$ cat config.mk
export PLATFORM = sky130hd
export DESIGN_NAME = serial_add_ctrl_flat
export DESIGN_NICKNAME = d
export VERILOG_FILES = /design/src/rtl/serial_add_ctrl_if.sv /design/src/rtl/serial_add_ctrl.sv /design/src/flat_wrapper.sv
export SDC_FILE = /design/constraint.sdc
export NUM_CORES = 1
export LEC_CHECK = 0
export ABC_AREA = 1
export BUFFER_PORTS_ARGS = -buffer_cell sky130_fd_sc_hd__buf_2
export CAP_MARGIN = 40
export CORE_ASPECT_RATIO = 0.5
export CORE_UTILIZATION = 45
export DETAILED_ROUTE_END_ITERATION = 7
export MAX_ROUTING_LAYER = met4
export PLACE_DENSITY = 0.7
export SLEW_MARGIN = 30
export SYNTH_ARGS = -nofsm -noshare
export SYNTH_HDL_FRONTEND = slang
export SYNTH_SLANG_ARGS = --single-unit
$ cat constraint.sdc
create_clock -name clk -period 1.2 [get_ports clk]
set_clock_uncertainty 0.05 [all_clocks]
set_input_delay 0.12 -clock clk [delete_from_list [all_inputs] [get_ports clk]]
set_output_delay 0.12 -clock clk [all_outputs]
set_load 0.05 [all_outputs]
$ cat src/rtl/serial_add_ctrl_if.sv
`timescale 1ns/1ps
`default_nettype none
// ============================================================================
// serial_add_ctrl_if : request/result bus plus the shared full_adder bit cell
// Revision 1.0
// ============================================================================
interface serial_add_ctrl_if #(
  parameter int WIDTH = 8
);
  logic             start;
  logic [WIDTH-1:0] a;
  logic [WIDTH-1:0] b;
  logic             cin;
  logic             busy;
  logic             done;
  logic [WIDTH-1:0] sum;
  logic             cout;
  logic             fa_a;
  logic             fa_b;
  logic             fa_c;
  logic             fa_sum;
  logic             fa_carry;

  modport master (
    output start, a, b, cin, fa_sum, fa_carry,
    input  busy, done, sum, cout, fa_a, fa_b, fa_c
  );

  modport slave (
    input  start, a, b, cin, fa_sum, fa_carry,
    output busy, done, sum, cout, fa_a, fa_b, fa_c
  );
endinterface
`default_nettype wire

$ cat src/rtl/serial_add_ctrl.sv
`timescale 1ns/1ps
`default_nettype none
// ============================================================================
// serial_add_ctrl : bit-serial adder sequencing one external full_adder cell
// Revision 1.0
// ============================================================================
module serial_add_ctrl #(
  parameter int WIDTH = 8
) (
  input  wire                 clk,
  input  wire                 rst,
  serial_add_ctrl_if.slave    bus
);

  localparam int CNT_W = $clog2(WIDTH);
  localparam logic [CNT_W-1:0] LAST_BIT = CNT_W'(WIDTH - 1);

  localparam logic [1:0] IDLE = 2'd0;
  localparam logic [1:0] RUN  = 2'd1;
  localparam logic [1:0] DONE = 2'd2;

  logic [1:0]       state;
  logic [WIDTH-1:0] a_sh;
  logic [WIDTH-1:0] b_sh;
  logic [WIDTH-1:0] res_sh;
  logic             carry;
  logic [CNT_W-1:0] cnt;
  logic [WIDTH-1:0] result;
  logic             result_cout;
  logic             in_run;

  always_ff @(posedge clk or posedge rst) begin
    if (rst) begin
      state       <= IDLE;
      a_sh        <= '0;
      b_sh        <= '0;
      res_sh      <= '0;
      carry       <= 1'b0;
      cnt         <= '0;
      result      <= '0;
      result_cout <= 1'b0;
    end else begin
      case (state)
        RUN: begin
          a_sh   <= a_sh >> 1;
          b_sh   <= b_sh >> 1;
          res_sh <= {bus.fa_sum, res_sh[WIDTH-1:1]};
          carry  <= bus.fa_carry;
          cnt    <= cnt + 1'b1;
          if (cnt == LAST_BIT) begin
            result      <= {bus.fa_sum, res_sh[WIDTH-1:1]};
            result_cout <= bus.fa_carry;
            state       <= DONE;
          end
        end
        // IDLE and DONE accept a request identically; DONE falls back to IDLE
        default: begin
          if (bus.start) begin
            a_sh  <= bus.a;
            b_sh  <= bus.b;
            carry <= bus.cin;
            cnt   <= '0;
            state <= RUN;
          end else begin
            state <= IDLE;
          end
        end
      endcase
    end
  end

  assign in_run   = (state == RUN);
  assign bus.busy = in_run;
  assign bus.done = (state == DONE);
  assign bus.sum  = result;
  assign bus.cout = result_cout;
  assign bus.fa_a = in_run & a_sh[0];
  assign bus.fa_b = in_run & b_sh[0];
  assign bus.fa_c = in_run & carry;

endmodule
`default_nettype wire

$ cat src/flat_wrapper.sv
// flat-port wrapper written by rule: the top's interface ports become plain ports
module serial_add_ctrl_flat 
#(
  parameter int WIDTH = 8
)
  (clk, rst, bus_start, bus_a, bus_b, bus_cin, bus_fa_sum, bus_fa_carry, bus_busy, bus_done, bus_sum, bus_cout, bus_fa_a, bus_fa_b, bus_fa_c);
  serial_add_ctrl_if #(.WIDTH(WIDTH)) bus_i ();
  input  wire clk;
  input  wire rst;
  input wire logic [$bits(bus_i.start)-1:0] bus_start;
  input wire logic [$bits(bus_i.a)-1:0] bus_a;
  input wire logic [$bits(bus_i.b)-1:0] bus_b;
  input wire logic [$bits(bus_i.cin)-1:0] bus_cin;
  input wire logic [$bits(bus_i.fa_sum)-1:0] bus_fa_sum;
  input wire logic [$bits(bus_i.fa_carry)-1:0] bus_fa_carry;
  output wire logic [$bits(bus_i.busy)-1:0] bus_busy;
  output wire logic [$bits(bus_i.done)-1:0] bus_done;
  output wire logic [$bits(bus_i.sum)-1:0] bus_sum;
  output wire logic [$bits(bus_i.cout)-1:0] bus_cout;
  output wire logic [$bits(bus_i.fa_a)-1:0] bus_fa_a;
  output wire logic [$bits(bus_i.fa_b)-1:0] bus_fa_b;
  output wire logic [$bits(bus_i.fa_c)-1:0] bus_fa_c;
  assign bus_i.start = bus_start;
  assign bus_i.a = bus_a;
  assign bus_i.b = bus_b;
  assign bus_i.cin = bus_cin;
  assign bus_i.fa_sum = bus_fa_sum;
  assign bus_i.fa_carry = bus_fa_carry;
  assign bus_busy = bus_i.busy;
  assign bus_done = bus_i.done;
  assign bus_sum = bus_i.sum;
  assign bus_cout = bus_i.cout;
  assign bus_fa_a = bus_i.fa_a;
  assign bus_fa_b = bus_i.fa_b;
  assign bus_fa_c = bus_i.fa_c;
  serial_add_ctrl #(.WIDTH(WIDTH)) u_core (.clk(clk), .rst(rst), .bus(bus_i));
endmodule
# Word-level counts from Yosys, hierarchy flattened
# Cells that the tools add are included.
dict set report word_totals {
  mem_bits_ro 0
  ramBits 0
  latch_bits 0
  memories 0
  word_cells 29
  inputBits 22
  regBits 39
  output_inout_bits 14
}
dict set report classes {
  bitwise 3
  n_eq_ne 4
  shifts 0
  n_reduce_logical 2
  addsub 1
  order_cmp 0
  n_div 0
  multipliers 0
  n_mux 11
}
# op n
set op_table {}
lappend op_table {{$mux 8} 4}
lappend op_table {{$mux 3} 2}
lappend op_table {{$mux 2} 2}
lappend op_table {{$add 3x1->3 const B} 1}
lappend op_table {{$and 1x1->1} 3}
lappend op_table {{$eq 3x3->1 const B} 1}
lappend op_table {{$mux 1} 3}
lappend op_table {{$eq 2x1->1 const B} 1}
lappend op_table {{$eq 2x2->1 const B} 1}
lappend op_table {{$ne 2x2->1 const B} 1}
lappend op_table {{$reduce_and 2->1} 1}
lappend op_table {{$reduce_bool 2->1} 1}

# Logic depth before layout (Yosys ltp)
dict set report depth {
  depth_word 3
  depth_mapped 7
  ltp_nobuf 6
}

# Worst setup path before layout
# OpenSTA, ideal clock, no wires.
dict set report synth_timing {
  path_type {flip-flop to output port}
  from {register u_core.state[1]}
  to {output bus_fa_a}
  setup_slack_ns -0.349
  path_buffers 1
  stages_incl_launch_ff 5
  t_arrival_ns 1.379
  path_cell_list {dfrtp_1 inv_1 nand2_2 buf_4 nor2_1}
}
dict set report synth_between {
  elab_chain_cells 2
}
# item line_no
set synth_lines {}
lappend synth_lines {{from (decl)} serial_add_ctrl.sv:22} ;# logic [1:0] state;
lappend synth_lines {{from (signal assigned)} serial_add_ctrl.sv:34} ;# state <= IDLE;
lappend synth_lines {{from (signal assigned)} serial_add_ctrl.sv:53} ;# state <= DONE;
lappend synth_lines {{from (signal assigned)} serial_add_ctrl.sv:63} ;# state <= RUN;
lappend synth_lines {{$eq 2x1->1} serial_add_ctrl.sv:72} ;# assign in_run = (state == RUN);
lappend synth_lines {{$and 1x1->1} serial_add_ctrl.sv:77} ;# assign bus.fa_a = in_run & a_sh[0];
lappend synth_lines {{to (decl)} flat_wrapper.sv:20} ;# output wire logic [$bits(bus_i.fa_a)-1:0] bus_fa_a;
# Every way passes these cells.

# Final worst setup path
# Ends and elaborated chain as after synthesis.

==> metrics <==
Reg power frac=33.4%; H-Tree Depth=2; Chip Width=87.8 microns; number of vias after detailed routing=1,426; remaining antenna violation count after routing=0; Arr. time, crit path=1.15 ns; worst slew pin tran=0.240 ns; count of inserted antenna diode cells=0; number of nets in the final layout=270; Finished Cell Area=2320 sq um; P per Cell Area=2740 nW/um^2; maximum count of clock buffers along a single path=2; hold wc startpoint=bus_fa_carry; final critical delay including setup and external delays=1.32 ns; Synth top area share=57.4%; Final Wtd Congestion=0.754; number of antenna violations at the first check in global routing=0; share of the yosys chip area belonging to registers=57.4%; dpl ws=-0.0993 ns; max-cap check violation count=0; die height=44.9 microns; hold depth=3; clock transition at the registers of the reported paths=0.07 ns; switching power total=2670 uW; combinational share of power=49.2%; overall power of the completed layout=6350 uW; clock power share=17.4%; P_int=3680 uW; DRC=0; final routed wire length divided by cell count=13.1 microns; reg-to-reg critical path endpoint=u_core.res_sh[5]; post-synthesis cell area=1660 sq um; final-report hold violation count=0; ratio of cells with drive above 1 in the final layout=34.1%; worst-path maximum fanout=7; standard-cell row count=15; category of the critical setup timing path=reg -> out; critical path launch point type=flip-flop; placeable core region=3470 sq um; biggest area consumer among synthesized cells=sky130_fd_sc_hd__dfrtp_1; top cells by area in the synthesized netlist=sky130_fd_sc_hd__dfrtp_1, sky130_fd_sc_hd__nand2_1, sky130_fd_sc_hd__nand3_1, sky130_fd_sc_hd__buf_4, sky130_fd_sc_hd__inv_1; Switching Fraction=42.1%; Total Die Area=3940 sq um; via count of the first global-routing pass=1,342; maximum number of pins on one net before global-route repair=39; length of the first detailed-routing pass in iterations=6; count of synthesis-stage warnings from yosys=0; Synthesized Nets=215; cell area reported after detailed placement=1960 sq um; DR vias/cell=4.80; Final Util=66.7%; Port Buffer Count=35; total track usage=21.5%; placed wire-length estimate=2350 microns; initial cell density of the core=47.7%; element type at the critical path end=output port; global-route wire length before repair=6050 microns; grt total ovfl=0; Total Neg Setup Slack=-2.06 ns; smallest setup slack after layout=-0.121 ns; period utilisation layout=110%; final setup violation count=41; root buffer cell=sky130_fd_sc_hd__clkbuf_8; Post-Syn Instances=191; startpoint of the lowest-slack register-to-register path=u_core.state[1]; failing checks=negative setup slack; number of sinks driven by the clock tree=38; tightest slew margin relative to the limit=84.0%; I/O pin cnt=36; run status=finished, violations left; final-layout fill cell count=268; final max-slew violation count=0; number of DRC markers in iteration 0=51; setup repair after global routing missed its margin=yes; register bit total from synthesis=38; number of clock buffers inserted by TritonCTS=5; Static Leakage=0.00121 uW; class of the worst hold path=in -> reg; layout-stage area growth over the synthesis result=39.9%; maximum resistive drop on vdd=866 uV; total wire length=3880 microns; TritonCTS clock tree=built; Data required, critical path=1.03 ns; FMAX=757 MHz; register-to-register setup slack=-0.11 ns; insertion delay to the later sink of the worst-skew pair=0.29 ns; Hold Crit Endpoint=u_core.bus.cout; post-synthesis area per instance=8.67 sq um; Cell variety after synth=14; Register-to-Register Path Depth=6
==> cell families (layout without fill, tap and decap cells) <==
group / Yosys count / count (layout) / synth area share, %
compound gates: 2 / 2 / 0.604
fa+ha+maj: 2 / 2 / 1.51
buf+inv: 20 / 75 / 6.80
flops: 38 / 38 / 57.4
simple gates: 129 / 129 / 33.7
==> registers in the layout, indices dropped and copies added, names as in the netlist <==
register         count
u_core.res_sh        7
u_core.state         2
u_core.bus.cout      1
u_core.carry         1
u_core.cnt           3
u_core.b_sh          8
u_core.bus.sum       8
u_core.a_sh          8
==> synthesized netlist by cell type <==
cell type                 number
sky130_fd_sc_hd__nor2_1        6
sky130_fd_sc_hd__nor2_4        1
sky130_fd_sc_hd__nand2_1      72
sky130_fd_sc_hd__buf_6         2
sky130_fd_sc_hd__inv_2         1
sky130_fd_sc_hd__nand3_1      47
sky130_fd_sc_hd__buf_2         3
sky130_fd_sc_hd__buf_4         5
sky130_fd_sc_hd__ha_1          2
sky130_fd_sc_hd__dfrtp_1      38
sky130_fd_sc_hd__nor2_2        1
sky130_fd_sc_hd__inv_1         9
sky130_fd_sc_hd__o21ai_0       2
sky130_fd_sc_hd__nand2_2       2
==> how the worst max path moves through the flow <==
stage	slack, ns	from	end
2_1_floorplan	-0.12	u_core.state[1]	bus_fa_a
3_3_place_gp	-0.04	u_core.cnt[0]	u_core.bus.sum[2]
3_5_place_dp	-0.1	u_core.cnt[0]	u_core.bus.sum[4]
4_1_cts	-0.11	u_core.state[1]	bus_fa_a
5_1_grt	-0.17	u_core.state[0]	u_core.res_sh[5]
6_report	-0.12	u_core.state[1]	bus_fa_a
==> worst max-delay path: stages (launching register included) <==
cell	delay, ns
sky130_fd_sc_hd__dfrtp_1	0.39
sky130_fd_sc_hd__inv_2	0.11
sky130_fd_sc_hd__nand2_8	0.09
sky130_fd_sc_hd__nor2_4	0.11
sky130_fd_sc_hd__buf_8	0.15
==> area by class of cell <==
type,count,area [sq um],share of cell area [%]
tap,51,63.8,2.75
clock inverter,1,30.0,1.30
clock buffer,6,82.6,3.56
multi-input combinational,133,683,29.5
inverter,10,40.0,1.73
sequential,38,952,41.1
timing repair buffer,58,465,20.1
==> power groups by stage <==
stage	clock network [uW]	logic (uW)	registers [uW]
6_report	1100	3120	2120
5_1_grt	1170	3400	2170
4_1_cts	1120	2780	2100
3_5_place_dp	0	2460	2110
3_3_place_gp	0	2400	2080
2_1_floorplan	0	1410	2520
==> what timing repair did <==
action | 4_1_cts | 5_1_grt
pin swaps | 1 | 5
hold buffers | 2 | 0
cloned | 0 | 2
gates resized for setup | 22 | 17
endpoints found under the setup margin | 25 | 39
buffers inserted | 4 | 4
endpoints found under the hold margin | 39 | 0
==> metrics by stage <==
stage / std cells / hold slack, ns
detailed placement: 279 / 0.140
floorplan: 191 / 0.180
global route: 297 / 0.00848
global placement: 279 / 0.132
CTS: 291 / 0.00691
finish: 297 / 0.00608
==> cell usage in the layout (no fill, tap or decap), drive strengths merged <==
| cell | netlist | final |
|---|---|---|
| buf | 10 | 55 |
| bufinv | 0 | 1 |
| clkbuf | 0 | 7 |
| dfrtp | 38 | 38 |
| dlygate4sd3 | 0 | 2 |
| ha | 2 | 2 |
| inv | 10 | 10 |
| nand2 | 74 | 74 |
| nand3 | 47 | 47 |
| nor2 | 8 | 8 |
| o21ai | 2 | 2 |
==> metal layers <==
layer	part of all wire (%)	global-route usage [%]
met4	0.33	7.87
met2	52	34.3
met5	0	-
met1	44	27.3
met3	3.7	5.12
(Power assumes the default switching activity.)
